[config.mk]
export PLATFORM = sky130hd
export DESIGN_NAME = fetch_line_buffer
export DESIGN_NICKNAME = d
export VERILOG_FILES = /design/src/rtl/fetch_line_buffer.sv
export SDC_FILE = /design/constraint.sdc
export NUM_CORES = 1
export LEC_CHECK = 0
export CORE_UTILIZATION = 35
export DETAILED_ROUTE_END_ITERATION = 8
export PLACE_DENSITY = 0.58
export SYNTH_ARGS = -nofsm -noshare
export SYNTH_HDL_FRONTEND = slang
export SYNTH_SLANG_ARGS = --single-unit
[constraint.sdc]
create_clock -name clk -period 10.8 [get_ports clk]
set_clock_uncertainty 0.2 [all_clocks]
set_input_delay 2.16 -clock clk [delete_from_list [all_inputs] [get_ports clk]]
set_output_delay 2.16 -clock clk [all_outputs]
set_load 0.01 [all_outputs]
[src/rtl/fetch_line_buffer.sv]
// fetch_line_buffer
//   Instruction-fetch front end with a single-entry line buffer. Issues
//   line-aligned reads on an AR/R style interface, keeps the returned line,
//   and hands one instruction per cycle to decode over valid/ready. A
//   redirect reloads the fetch PC, reuses the buffered line on a tag hit and
//   drops a read that is still in flight.
//
// Ports
//   clk, rst        clock / asynchronous active-high reset
//   redirectValid   load redirectPc as the new fetch PC this cycle
//   redirectPc      new fetch PC (bits [1:0] ignored)
//   instValid/instReady/inst/instPc   instruction handshake towards decode
//   arValid/arReady/arAddr            line read request towards memory
//   rValid/rReady/rData               line read data from memory
module fetch_line_buffer #(
  parameter int              AW       = 16,
  parameter int              DW       = 128,
  parameter int              IW       = 32,
  parameter int              BW       = $clog2(DW >> 3),
  parameter logic [AW-1:0]   RESET_PC = '0
) (
  input  logic          clk,
  input  logic          rst,
  input  logic          redirectValid,
  input  logic [AW-1:0] redirectPc,
  output logic          instValid,
  input  logic          instReady,
  output logic [IW-1:0] inst,
  output logic [AW-1:0] instPc,
  output logic          arValid,
  input  logic          arReady,
  output logic [AW-1:0] arAddr,
  input  logic          rValid,
  output logic          rReady,
  input  logic [DW-1:0] rData
);

  localparam int NW = DW / IW;  // instruction words per line
  localparam int TW = AW - BW;  // line tag width

  typedef enum logic [1:0] {BOOT, REQ, WAIT, SERVE} state_t;

  state_t          state_reg, state_next;
  logic [AW-1:0]   pc_reg, pc_next;
  logic [DW-1:0]   line_data_reg;
  logic [TW-1:0]   line_tag_reg;
  logic            line_valid_reg;
  logic            drop_reg, drop_next;
  logic            line_load;

  logic [AW-1:0]   redir_pc;
  logic [TW-1:0]   pc_tag;
  logic            pc_hit;
  logic            redir_hit;
  logic            last_word;
  logic [IW-1:0]   line_words [NW];

  // Low two bits of the redirect target are forced to zero (word aligned).
  assign redir_pc  = redirectPc & ~AW'(3);
  assign pc_tag    = pc_reg[AW-1:BW];
  assign pc_hit    = line_valid_reg && (line_tag_reg == pc_tag);
  // Compared against the buffer as it stands now: a line arriving in the
  // same cycle as a redirect is discarded, so it never counts as a hit.
  assign redir_hit = line_valid_reg && (line_tag_reg == redir_pc[AW-1:BW]);
  assign last_word = &pc_reg[BW-1:2];

  generate
    for (genvar gi = 0; gi < NW; gi++) begin : g_word
      assign line_words[gi] = line_data_reg[gi*IW +: IW];
    end
  endgenerate

  // State and datapath registers
  always_ff @(posedge clk or posedge rst) begin
    if (rst) begin
      state_reg      <= BOOT;
      pc_reg         <= RESET_PC;
      line_data_reg  <= '0;
      line_tag_reg   <= '0;
      line_valid_reg <= 1'b0;
      drop_reg       <= 1'b0;
    end else begin
      state_reg <= state_next;
      pc_reg    <= pc_next;
      drop_reg  <= drop_next;
      if (line_load) begin
        line_data_reg  <= rData;
        line_tag_reg   <= pc_tag;
        line_valid_reg <= 1'b1;
      end
    end
  end

  // Next-state logic; a redirect overrides the normal flow.
  always_comb begin
    state_next = state_reg;
    pc_next    = pc_reg;
    drop_next  = drop_reg;
    line_load  = 1'b0;

    case (state_reg)
      BOOT: state_next = REQ;
      REQ: begin
        if (arReady) state_next = WAIT;
      end
      WAIT: begin
        if (rValid) begin
          if (drop_reg) begin
            // Stale line: pc was already moved by the redirect.
            drop_next  = 1'b0;
            state_next = pc_hit ? SERVE : REQ;
          end else begin
            line_load  = 1'b1;
            state_next = SERVE;
          end
        end
      end
      SERVE: begin
        if (instReady) begin
          pc_next = pc_reg + AW'(4);
          if (last_word) state_next = REQ;
        end
      end
      default: state_next = BOOT;
    endcase

    if (redirectValid) begin
      pc_next   = redir_pc;
      line_load = 1'b0;
      case (state_reg)
        BOOT: state_next = REQ;
        REQ: begin
          if (arReady) begin
            // The read went out with the old address; its data must be dropped.
            state_next = WAIT;
            drop_next  = 1'b1;
          end else begin
            state_next = redir_hit ? SERVE : REQ;
          end
        end
        WAIT: begin
          if (rValid) begin
            drop_next  = 1'b0;
            state_next = redir_hit ? SERVE : REQ;
          end else begin
            drop_next  = 1'b1;
            state_next = WAIT;
          end
        end
        SERVE: state_next = redir_hit ? SERVE : REQ;
        default: state_next = REQ;
      endcase
    end
  end

  // Outputs depend on state only; BOOT (also the reset state) drives zeros.
  always_comb begin
    arValid   = 1'b0;
    arAddr    = '0;
    rReady    = 1'b0;
    instValid = 1'b0;
    instPc    = '0;
    inst      = '0;
    case (state_reg)
      REQ: begin
        arValid = 1'b1;
        arAddr  = {pc_tag, {BW{1'b0}}};
      end
      WAIT: rReady = 1'b1;
      SERVE: begin
        instValid = 1'b1;
        instPc    = pc_reg;
        inst      = line_words[pc_reg[BW-1:2]];
      end
      default: ;
    endcase
  end

endmodule

==> results.md <==
- Setup TNS: 0 ps
- Worst endpoint required time: 8440 ps
- CTS tree: built
- Worst Tran Pin Value: 1070 ps
- Final hold slack: 297 ps
- Maximum vdd ir drop: 0.000104 V
- Die H: 151 um
- Clock transition at path regs: 60 ps
- Num CTS Buffers: 17
- Total vias in the final route: 5156
- Final hold viol count: 0
- Initial Util: 35.5%
- Seq cells post-synth: 158
- Number of diodes: 0
- GRT Resource Usage Total: 17.6%
- Yosys warns: 0
- Async set-reset flop share out of synthesis: 100%
- Worst Setup Slack, final: 5490 ps
- GP Congestion: 0.816
- Core area: 0.0218 mm^2
- H-Tree Level Count: 4
- CTS resizes: 0
- RSZ-0062 raised after global routing: false
- Seq/Total Area, Yosys: 51.1%
- Initial DRC count: 237
- Total die area: 0.0227 mm^2
- Critical path arrival: 2950 ps
- Global route overflow: 0
- Slew Viols, Final: 0
- Min Tclk post-route: 5310 ps
- # Max-Cap Violations: 0
- Total wire length: 19000 um
- Yosys top cell area share: 51.1%
- Clock Tree Root: clkbuf_16
- Port Buffers: 208
- Synth Flop Type: dfrtp_1
- Post-synth EDFFs: 0
- DRT Pass-1 Iters: 4
- DR DRC count: 0
- DPL Wire Length: 12800 um
- Post-Place Setup Slack: 5610 ps
- # Post-CTS Setup Buffers: 0
- TritonCTS Sinks: 158
- Antenna Nets Post-Route: 0
- Mapped Cells: 567
- Final period util: 49.2%
- Vias in the first global route: 5680
- Layout cells sized above 1: 28.5%
- Mapped cell area: 0.00773 mm^2
- Yosys top cell by area: dfrtp_1
- Vias per inst: 4.90
- Max FFs per register: 128
- Initial antenna violation count: 0
- Clk_lat worst skew: 420 ps
- Clock tree buffer depth: 2
- Hold Crit Class: flop to flop
- Post-CTS Hold Fix Bufs: 0
- Fmax: 0.188 GHz
- P&R area growth vs syn: 37.6%
- First-pass GRT wire length: 30000 um
- Synth top cells by count: dfrtp_1, mux2_2, and2_1, mux4_2, nand2_1
- Status: completed
- Die X: 151 um
- Worst Path Max Fanout: 21
- Top-level port count: 217
- Total power: 0.00228 W
- Row cnt: 54
- Top cells by area, synth: dfrtp_1, mux2_2, mux4_2
- Largest net degree at the start of global routing: 90
- Pwr dens: 215 mW/mm^2
- Nets@finish: 916
- Slew HR: 28.4%
- DR WL/cell: 18.0 um
- Crit Path Class: flop to output pin
- Crit end category: output pin
- Count leader, synth: dfrtp_1
- Avg Inst Size Synth: 13.6 um^2
- Crit path launch type: flop
- Post-synthesis cell type count: 37
- Static leakage: 4.47 nW
- Endpoints failing setup: 0
final timing paths:
path | end | from | cells past startpoint | slack, ps
max | inst[1] | pc_reg[2]$_DFFE_PP0P_ | 4 | 5490
min | line_valid_reg$_DFFE_PP0P_ | line_valid_reg$_DFFE_PP0P_ | 1 | 300
max reg2reg | line_data_reg[35]$_DFFE_PP0P_ | state_reg[0]$_DFFE_PP0P_ | 6 | 7550
min reg2reg | line_valid_reg$_DFFE_PP0P_ | line_valid_reg$_DFFE_PP0P_ | 1 | 300
max in group asynchronous | line_data_reg[18]$_DFFE_PP0P_ | rst | 3 | 6840
min in group asynchronous | line_data_reg[13]$_DFFE_PP0P_ | rst | 2 | 2070
worst max-delay path, cell delays in order, from the launching register on:
cell and delay, ps:
dfrtp_2 740, buf_4 530, mux4_2 550, and2_1 170
clkdlybuf4s50_1 520
kinds of logic after synthesis:
kind of cell             share of synthesized area, %
AO/OA/AOI/OAI                                    1.65
XOR/XNOR                                         4.19
adder cells (fa/ha/maj)                         0.971
buffers and inverters                            3.33
flip-flops                                       51.1
multiplexers                                     30.1
other                                          0.0485
AND/OR/NAND/NOR                                  8.58
metrics by stage:
stage / util (%) / instances / cell area [um^2]
after floorplan: - / 572 / 7750
after global placement: 46.0 / 1021 / 10000
after detailed placement: 46.0 / 1021 / 10000
after CTS: 48.9 / 1053 / 10600
after global routing: 48.9 / 1053 / 10600
final: 48.9 / 1053 / 10600
power breakdown:
group	total, W	internal [W]	switching, W
sequential	0.000971	0.000822	0.000149
combinational	0.000669	0.000444	0.000225
clock	0.000643	0.000379	0.000264
total	0.00228	0.00165	0.000638
cell type report:
class / count / area [um^2]
fill: 1921 / 11100
sequential: 158 / 3960
clock inverter: 14 / 191
inverter: 7 / 31.3
timing repair buffer: 213 / 2120
multi-input combinational: 363 / 3550
clock buffer: 18 / 439
tap: 280 / 350
layer usage:
| layer | routed length [um] | global-route usage (%) | share of wire (%) | vias to the layer above |
|---|---|---|---|---|
| met5 | 0 | 0 | 0 | - |
| met1 | 7810 | 20.8 | 41 | 2603 |
| met3 | 1590 | 6.88 | 8.4 | 22 |
| met4 | 310 | 6.45 | 1.6 | 0 |
| met2 | 9270 | 28.8 | 49 | 158 |
| li1 | - | - | - | 2373 |
cell usage in the layout, fill, tap and decap left out, drive strengths merged, types with 2 or more instances in the layout:
| cell | instances |
|---|---|
| clkdlybuf4s50 | 208 |
| dfrtp | 158 |
| mux2 | 140 |
| and2 | 58 |
| mux4 | 32 |
| nand2 | 26 |
| xnor2 | 22 |
| clkbuf | 18 |
| o21ai | 17 |
| xor2 | 15 |
| inv | 15 |
| nand3 | 7 |
| conb | 6 |
| ha | 6 |
| nand4 | 5 |
| nor2 | 5 |
| buf | 5 |
| nor2b | 4 |
| nor4 | 4 |
| mux2i | 3 |
| bufinv | 3 |
| or2 | 2 |
| clkinvlp | 2 |
| nor3 | 2 |
Power figures use the tool's default switching activity.
